--- src/rtl/branch_ctrl.sv ---
// EX-stage control-transfer sequencer: resolves branch/JAL/JALR, redirects fetch, then flushes the front end.
// Optional performance counters are enabled with `define BRANCH_CTRL_PERF_EN.
module branch_ctrl #(
  parameter int XLEN         = 32,
  parameter int FLUSH_CYCLES = 2
) (
  input  logic            clk,
  input  logic            rst_n,
  input  logic            op_valid_i,
  output logic            op_ready_o,
  input  logic [1:0]      kind_i,
  input  logic [2:0]      fun3_i,
  input  logic [XLEN-1:0] pc_i,
  input  logic [XLEN-1:0] imm_i,
  input  logic [XLEN-1:0] op_a_i,
  input  logic [XLEN-1:0] op_b_i,
  input  logic            pred_taken_i,
  output logic            redir_valid_o,
  input  logic            redir_ready_i,
  output logic [XLEN-1:0] redir_pc_o,
  output logic            flush_o,
  output logic            done_o,
  output logic            taken_o,
  output logic [XLEN-1:0] link_o,
  output logic            misalign_o,
`ifdef BRANCH_CTRL_PERF_EN
  output logic [31:0]     perf_branches_o,
  output logic [31:0]     perf_taken_o,
  output logic [31:0]     perf_mispred_o,
`endif
  output logic            illegal_o
);

  typedef enum logic [1:0] {IDLE, EVAL, REDIR, FLUSH} state_t;

  localparam logic [1:0] KIND_BR   = 2'b00;
  localparam logic [1:0] KIND_JAL  = 2'b01;
  localparam logic [1:0] KIND_JALR = 2'b10;
  localparam logic [1:0] KIND_RSVD = 2'b11;

  state_t            state_q, state_d;
  logic [1:0]        kind_q, kind_d;
  logic [2:0]        fun3_q, fun3_d;
  logic [XLEN-1:0]   pc_q, pc_d, imm_q, imm_d, a_q, a_d, b_q, b_d;
  logic              pred_q, pred_d;
  logic              taken_q, taken_d;
  logic [XLEN-1:0]   link_q, link_d, redir_pc_q, redir_pc_d;
  logic [3:0]        cnt_q, cnt_d;

  logic              cond_c, illegal_c, taken_c, need_c, misalign_c, retire_eval_c;
  logic              handshake_c, done_c;
  logic [XLEN-1:0]   target_c, link_c, rpc_c, jalr_sum_c;

  // Resolution datapath, evaluated from the registered op while in EVAL.
  always_comb begin
    cond_c = 1'b0;
    case (fun3_q)
      3'b000:  cond_c = (a_q == b_q);
      3'b001:  cond_c = (a_q != b_q);
      3'b100:  cond_c = ($signed(a_q) <  $signed(b_q));
      3'b101:  cond_c = ($signed(a_q) >= $signed(b_q));
      3'b110:  cond_c = (a_q <  b_q);
      3'b111:  cond_c = (a_q >= b_q);
      default: cond_c = 1'b0;
    endcase
    illegal_c  = (kind_q == KIND_RSVD) ||
                 ((kind_q == KIND_BR) && (fun3_q == 3'b010 || fun3_q == 3'b011));
    taken_c    = illegal_c ? 1'b0 : ((kind_q == KIND_BR) ? cond_c : 1'b1);
    jalr_sum_c = a_q + imm_q;
    target_c   = (kind_q == KIND_JALR) ? {jalr_sum_c[XLEN-1:1], 1'b0} : (pc_q + imm_q);
    link_c     = pc_q + XLEN'(4);
    rpc_c      = taken_c ? target_c : link_c;
    need_c     = !illegal_c && ((kind_q == KIND_JAL) || (kind_q == KIND_JALR) || (taken_c != pred_q));
    misalign_c = need_c && (rpc_c[1:0] != 2'b00);
    retire_eval_c = illegal_c || misalign_c || !need_c;
  end

  always_ff @(posedge clk or negedge rst_n) begin
    if (!rst_n) begin
      state_q    <= IDLE;
      kind_q     <= '0;
      fun3_q     <= '0;
      pc_q       <= '0;
      imm_q      <= '0;
      a_q        <= '0;
      b_q        <= '0;
      pred_q     <= 1'b0;
      taken_q    <= 1'b0;
      link_q     <= '0;
      redir_pc_q <= '0;
      cnt_q      <= '0;
    end else begin
      state_q    <= state_d;
      kind_q     <= kind_d;
      fun3_q     <= fun3_d;
      pc_q       <= pc_d;
      imm_q      <= imm_d;
      a_q        <= a_d;
      b_q        <= b_d;
      pred_q     <= pred_d;
      taken_q    <= taken_d;
      link_q     <= link_d;
      redir_pc_q <= redir_pc_d;
      cnt_q      <= cnt_d;
    end
  end

  always_comb begin
    state_d    = state_q;
    kind_d     = kind_q;
    fun3_d     = fun3_q;
    pc_d       = pc_q;
    imm_d      = imm_q;
    a_d        = a_q;
    b_d        = b_q;
    pred_d     = pred_q;
    taken_d    = taken_q;
    link_d     = link_q;
    redir_pc_d = redir_pc_q;
    cnt_d      = cnt_q;
    case (state_q)
      IDLE: if (op_valid_i) begin
        kind_d  = kind_i;
        fun3_d  = fun3_i;
        pc_d    = pc_i;
        imm_d   = imm_i;
        a_d     = op_a_i;
        b_d     = op_b_i;
        pred_d  = pred_taken_i;
        state_d = EVAL;
      end
      EVAL: begin
        taken_d    = taken_c;
        link_d     = link_c;
        redir_pc_d = rpc_c;
        state_d    = retire_eval_c ? IDLE : REDIR;
      end
      REDIR: if (redir_ready_i) begin
        cnt_d   = 4'(FLUSH_CYCLES);
        state_d = FLUSH;
      end
      FLUSH: begin
        if (cnt_q == 4'd1) state_d = IDLE;
        else               cnt_d   = cnt_q - 4'd1;
      end
      default: state_d = IDLE;
    endcase
  end

  always_comb begin
    handshake_c   = (state_q == REDIR) && redir_ready_i;
    done_c        = ((state_q == EVAL) && retire_eval_c) || handshake_c;
    op_ready_o    = (state_q == IDLE);
    redir_valid_o = (state_q == REDIR);
    redir_pc_o    = (state_q == REDIR) ? redir_pc_q : '0;
    flush_o       = (state_q == FLUSH);
    done_o        = done_c;
    // During EVAL the freshly resolved values are forwarded so they line up with done_o.
    taken_o       = (state_q == EVAL) ? taken_c : taken_q;
    link_o        = (state_q == EVAL) ? link_c  : link_q;
    misalign_o    = (state_q == EVAL) && misalign_c;
    illegal_o     = (state_q == EVAL) && illegal_c;
  end

`ifdef BRANCH_CTRL_PERF_EN
  logic [31:0] perf_br_q, perf_br_d, perf_tk_q, perf_tk_d, perf_mp_q, perf_mp_d;

  always_comb begin
    perf_br_d = perf_br_q;
    perf_tk_d = perf_tk_q;
    perf_mp_d = perf_mp_q;
    if (done_c && kind_q == KIND_BR && perf_br_q != 32'hFFFF_FFFF) perf_br_d = perf_br_q + 32'd1;
    if (done_c && kind_q == KIND_BR && taken_o && perf_tk_q != 32'hFFFF_FFFF) perf_tk_d = perf_tk_q + 32'd1;
    if (handshake_c && kind_q == KIND_BR && perf_mp_q != 32'hFFFF_FFFF) perf_mp_d = perf_mp_q + 32'd1;
  end

  always_ff @(posedge clk or negedge rst_n) begin
    if (!rst_n) begin
      perf_br_q <= '0;
      perf_tk_q <= '0;
      perf_mp_q <= '0;
    end else begin
      perf_br_q <= perf_br_d;
      perf_tk_q <= perf_tk_d;
      perf_mp_q <= perf_mp_d;
    end
  end

  assign perf_branches_o = perf_br_q;
  assign perf_taken_o    = perf_tk_q;
  assign perf_mispred_o  = perf_mp_q;
`endif

endmodule

--- config.mk ---
export PLATFORM = sky130hd
export DESIGN_NAME = branch_ctrl
export DESIGN_NICKNAME = d
export VERILOG_FILES = /design/src/rtl/branch_ctrl.sv
export SDC_FILE = /design/constraint.sdc
export NUM_CORES = 1
export LEC_CHECK = 0
export ABC_AREA = 0
export CAP_MARGIN = 20
export CORE_ASPECT_RATIO = 0.9
export CORE_UTILIZATION = 49
export DETAILED_ROUTE_END_ITERATION = 10
export PLACE_DENSITY = 0.77
export SYNTH_ARGS = -nofsm -noshare
export SYNTH_HDL_FRONTEND = slang
export SYNTH_SLANG_ARGS = --single-unit
--- constraint.sdc ---
create_clock -name clk -period 3.4 [get_ports clk]
set_input_delay 0.51 -clock clk [delete_from_list [all_inputs] [get_ports clk]]
set_output_delay 0.51 -clock clk [all_outputs]
set_load 0.01 [all_outputs]
# After elaboration in Yosys (flattened, before gate mapping)
# Index checks and enable logic that the tools add are counted.
# totals
reg_bits	205
latch_bits	0
ramBits	0
mem_bits_ro	0
out_inout_bits	71
memories	0
# op_classes
n_addsub	4
mul	0
div	0
n_lt_le_gt_ge	4
eq_ne	21
n_shift	0
n_mux	16
bitwise	0
n_reduce_logical	24
# ops
operator	count
32-bit 2-to-1 mux	4
32-bit adder	2
32-bit >= comparator	2
32-bit < comparator	2
32-bit by 3-bit adder with 32-bit output (second input constant)	1
32-bit == test	1
32-bit != test	1
3-bit == test (second input constant)	4
2-bit == test (second input constant)	4
2-bit 2-to-1 mux	4
4-bit 2-to-1 mux	2
2-bit case mux with 4 select lines	1
4-bit case mux with 2 select lines	1
1-bit logical AND	7
1-bit logical OR	7
3-bit by 2-bit == test with 1-bit output (second input constant)	2
1-bit case mux with 6 select lines	1
3-bit AND reduction	2
2-bit by 1-bit == test with 1-bit output (second input constant)	2
4-bit by 1-bit == test with 1-bit output (second input constant)	1
2-bit zero test	2
2-bit by 1-bit != test with 1-bit output (second input constant)	2
2-bit != test (second input constant)	2
2-bit nonzero test	2
other kinds (7)	10

# Logic depth before layout (Yosys ltp)
# logic_depth
word_depth	13
ltp_mapped	14
depth_no_buf	13

# Least setup slack after synthesis
# OpenSTA, ideal clock, no wires.
# synth_path
path_kind	flip-flop to output port
start	register a_q[31]
end	output port misalign_o
arrival_time_ps	3272
t_required_ps	2890
path_slack_ps	-382
stages_incl_launch_ff	12
n_path_buf	0
cell_sequence	dfrtp_1 ha_1 nand4_1 nor4_2 nand2_1 or4_4 xnor2_2 o31ai_1 a31oi_4 xnor2_1 o21ai_0 a2111oi_0
# synth_between
elab_chain_len	9
word_cells_on_any_way	16
classes_between	order compare (4); eq/ne (3); mux (4); reduce/logical (5)
# synth_rtl
element	line	text
start, declared	44	logic [XLEN-1:0] pc_q, pc_d, imm_q, imm_d, a_q, a_d, b_q, b_d;
start signal, assigned	85	a_q <= '0;
start signal, assigned	98	a_q <= a_d;
32-bit >= comparator (tied with other cells)	63	3'b111: cond_c = (a_q >= b_q);
1-bit case mux with 6 select lines *	57	case (fun3_q)
1-bit 2-to-1 mux * (2 in a row)	68	taken_c = illegal_c ? 1'b0 : ((kind_q == KIND_BR) ? cond_c : 1'b1);
1-bit != test	73	need_c = !illegal_c && ((kind_q == KIND_JAL) || (kind_q == KIND_JALR) || (taken_c != pred_q));
1-bit logical OR	73	
1-bit logical AND	73	
1-bit logical AND *	74	misalign_c = need_c && (rpc_c[1:0] != 2'b00);
1-bit logical AND *	161	misalign_o = (state_q == EVAL) && misalign_c;
end, declared	25	output logic misalign_o,
# Every way passes the cells marked *; elsewhere a longest branch is shown, timed or not.

# Worst setup path after layout
# layout_path
start	register a_q[25]
end	output port done_o
# layout_between
elab_chain_len	12
word_cells_on_any_way	20
classes_between	order compare (4); eq/ne (3); mux (4); reduce/logical (9)
# layout_rtl
element	line	text
32-bit >= comparator (tied with other cells)	63	
1-bit case mux with 6 select lines *	57	
1-bit 2-to-1 mux * (2 in a row)	68	
1-bit != test	73	
1-bit logical OR	73	
1-bit logical AND	73	
1-bit logical AND	74	
1-bit logical OR	75	retire_eval_c = illegal_c || misalign_c || !need_c;
1-bit logical OR *	75	
1-bit logical AND *	152	done_c = ((state_q == EVAL) && retire_eval_c) || handshake_c;
1-bit logical OR *	152	
end, declared	22	output logic done_o,
# Marks and branches as above.

==> flow_summary.json <==
{
  "outcome": "finished with violations",
  "violations": "negative setup slack",
  "via_per_inst": 5.73,
  "cts-root-buf": "clkbuf_16",
  "crit_required_ns": 2.89,
  "grt_first_pass_wirelength_um": 59300,
  "portBuffers": 208,
  "netlist_area_um2": 12900,
  "async_flop_share_pct": 100,
  "fin_ws_ns": -0.914,
  "vias": 11700,
  "drt_iter0_drc": 1056,
  "max_slew_margin_pct": 46.7,
  "dieArea_um2": 26900,
  "dr.pass1.iters": 5,
  "drc_errors": 0,
  "postSynthNetCount": 1574,
  "critPathMaxFanout": 3,
  "drive_above_1_share_pct": 22.4,
  "fin_area_um2": 17900,
  "grt-ovfl-total": 0,
  "netlist_instances": 1335,
  "grt_setup_unrepaired": "true",
  "cap_viol_max_count": 0,
  "grt_use_met3_pct": 4.34,
  "yosysSeqAreaShare_pct": 39.9,
  "grt_max_degree": 96,
  "fill_cells": 1869,
  "cp-end-kind": "output port",
  "area_growth_syn_to_layout_pct": 38.9,
  "ant_nets": 0,
  "core-area_um2": 25500,
  "critPathMaxStageDelay_ns": 0.58,
  "initial_utilization_pct": 50.5,
  "die_x_um": 173,
  "ys_types": 70,
  "synth_area_per_cell_um2": 9.64,
  "hpwl_um": 28000,
  "fin_nets": 1921,
  "groute.usage.overall_pct": 27.7,
  "synth_flop_cell": "dfrtp_1",
  "tritoncts": "yes",
  "post-route-min-period_ns": 4.31,
  "crit_path_start_kind": "flop",
  "cp_slowest_cell": "or4_4",
  "holdCritPathClass": "in -> async",
  "clkTransAtPathRegs_ns": 0.06,
  "finalClockSkew_ns": 0.0165,
  "grtUsageMet1_pct": 41.0,
  "hold_buffers": 0,
  "ys_warn_count": 0,
  "cts.sinks": 205,
  "use_met2_pct": 42.8,
  "hold_viol": 0,
  "antenna_found_initial": 0,
  "die_h_um": 156,
  "cts_buffers": 24,
  "top_usage_layer": "met2",
  "fmax_mhz": 232,
  "gp_congestion": 0.967,
  "synth-edff-count": 0,
  "cp.arrival_ns": 3.80,
  "row_count": 55,
  "grt_pass1_vias": 11200,
  "ios": 209,
  "place_area_um2": 16300,
  "drt_wl_total_um": 38600,
  "insertion_delay_ns": 0.52,
  "synth_seq_cells": 205,
  "post_drt_wl_per_cell_um": 18.9,
  "fin_crit_sh_pct": 127,
  "antenna_cells": 0,
  "clk_path_buf_depth": 3,
  "crit_type": "reg -> out",
  "setup_viol": 35,
  "drv_slew": 0,
  "htree_levels": 1,
  "crit_chain": "ha_4 -> nand4_1 -> nor4_4 -> nand2_1 -> or4_4 -> xnor2_4 -> o31ai_4 -> a31oi_4 -> buf_6 -> nor2b_4 -> mux2i_2 -> o31a_1 -> buf_2",
  "tightest_slew_ns": 0.800
}
repair_timing:
item	4_1_cts	5_1_grt
setup endpoints to repair	49	54
setup buffers	4	19
resized for setup	48	73
pin swaps	8	20
cloned	2	3
per-stage QoR:
step / TNS (ns) / utilization [%] / hold slack (ns) / worst slack [ns] / instances
floorplan: -0.0000635 / - / 0.214 / -0.0000635 / 1335
CTS: -8.66 / 68.4 / 0.111 / -0.921 / 2021
global placement: -8.41 / 64.0 / 0.457 / -0.691 / 1972
detailed placement: -11.62 / 64.0 / 0.468 / -0.806 / 1972
global route: -16.19 / 70.2 / 0.140 / -1.04 / 2041
finish: -11.93 / 70.2 / 0.0808 / -0.914 / 2041
cell families (layout without fill, tap and decap cells):
kind of cell,after synthesis,in the layout,synth area share (%)
buffers and inverters,108,472,3.33
adder cells (fa/ha/maj),101,101,9.94
flip-flops,205,205,39.9
multiplexers,122,122,10.5
AO/OA/AOI/OAI,332,332,16.3
AND/OR/NAND/NOR,388,388,14.6
XOR/XNOR,79,79,5.44
area by class of cell:
type	count	area (µm²)	share of cell area, %
Clock buffer	28	667	3.73
Clock inverter	15	310	1.74
Inverter	57	216	1.21
Multi-Input combinational cell	1022	7620	42.6
Sequential cell	205	5140	28.7
Tap cell	342	428	2.39
Timing Repair Buffer	372	3490	19.5
sequential cells by signal, indices dropped and copies added (netlist names), named ones only:
| signal | count |
|---|---|
| imm_q | 32 |
| pc_q | 32 |
| state_q | 1 |
| taken_q | 1 |
| a_q | 32 |
| link_q | 32 |
| fun3_q | 3 |
| pred_q | 1 |
| kind_q | 2 |
| cnt_q | 4 |
| redir_pc_q | 32 |
| b_q | 32 |
final timing paths:
kind,startpoint,end,slack [ns],cells after the start
worst min-delay path,rst_n,link_q[5],0.08,1
max in group asynchronous,rst_n,pc_q[7],2.46,2
worst min register to register,redir_pc_q[2],redir_pc_q[2],0.48,2
worst max-delay path,a_q[25],done_o,-0.91,13
worst max register to register,a_q[25],redir_pc_q[29],-0.63,18
min in group clk,redir_pc_q[2],redir_pc_q[2],0.48,2
cells in the mapped netlist (5+ instances only):
cell / number / area (µm²)
dfrtp_1: 205 / 5130
nand2_1: 165 / 619
o21ai_0: 115 / 576
ha_1: 99 / 1240
mux2_2: 98 / 1100
a21oi_1: 65 / 325
inv_1: 56 / 210
nor2_1: 54 / 203
clkbuf_1: 43 / 161
xnor2_1: 43 / 377
and2_1: 38 / 238
a21o_1: 36 / 270
nand3_1: 35 / 175
xor2_1: 35 / 307
and3_1: 17 / 106
mux2i_1: 15 / 150
nand4_1: 14 / 87.6
a31oi_1: 12 / 75.1
nor3_1: 12 / 60.1
nor2b_1: 11 / 68.8
o211ai_1: 11 / 82.6
o21a_1: 11 / 82.6
nand2b_1: 10 / 62.6
o21ai_1: 10 / 50.1
mux2_1: 9 / 101
o31a_1: 8 / 70.1
o21bai_1: 7 / 52.6
or3_1: 7 / 43.8
a2111oi_0: 6 / 52.6
o31ai_1: 6 / 45.0
a211o_1: 5 / 43.8
o221ai_1: 5 / 43.8
o22ai_1: 5 / 31.3
metal layers:
layer  vias up  routed length, µm
met2       541              16900
met5         -                  0
li1       5488                  -
met4         0                846
met3        67               3130
met1      5607              17800
placed cells by master (no fill, tap or decap), types with 12 or more instances in the layout:
| master | synthesis | layout |
|---|---|---|
| and3_1 | 17 | 16 |
| clkbuf_16 | 0 | 28 |
| a21o_1 | 36 | 36 |
| and2_1 | 38 | 38 |
| o21ai_1 | 10 | 16 |
| nand2_1 | 165 | 161 |
| nand4_1 | 14 | 14 |
| dfrtp_1 | 205 | 200 |
| buf_4 | 2 | 143 |
| o21ai_0 | 115 | 101 |
| nand3_1 | 35 | 34 |
| clkdlybuf4s50_1 | 0 | 195 |
| xnor2_1 | 43 | 43 |
| a21oi_1 | 65 | 64 |
| ha_1 | 99 | 95 |
| nor2_1 | 54 | 52 |
| a31oi_1 | 12 | 12 |
| inv_1 | 56 | 54 |
| mux2_2 | 98 | 98 |
| mux2i_1 | 15 | 13 |
| xor2_1 | 35 | 35 |
worst max-delay path: cells and delay by family (launching register included):
family | cells | cell delay [ns]
and+or+nand+nor | 5 | 1.41
xor gates and xnor gates | 1 | 0.16
DFF | 1 | 0.41
buffers and inverters | 2 | 0.31
AOI/OAI and AO/OA | 3 | 0.47
adders and majority gates | 1 | 0.28
muxes | 1 | 0.24
Power is left out: the tool's default activity adds up to more than one toggle a clock period on the data nets, which glitch-free logic cannot reach.
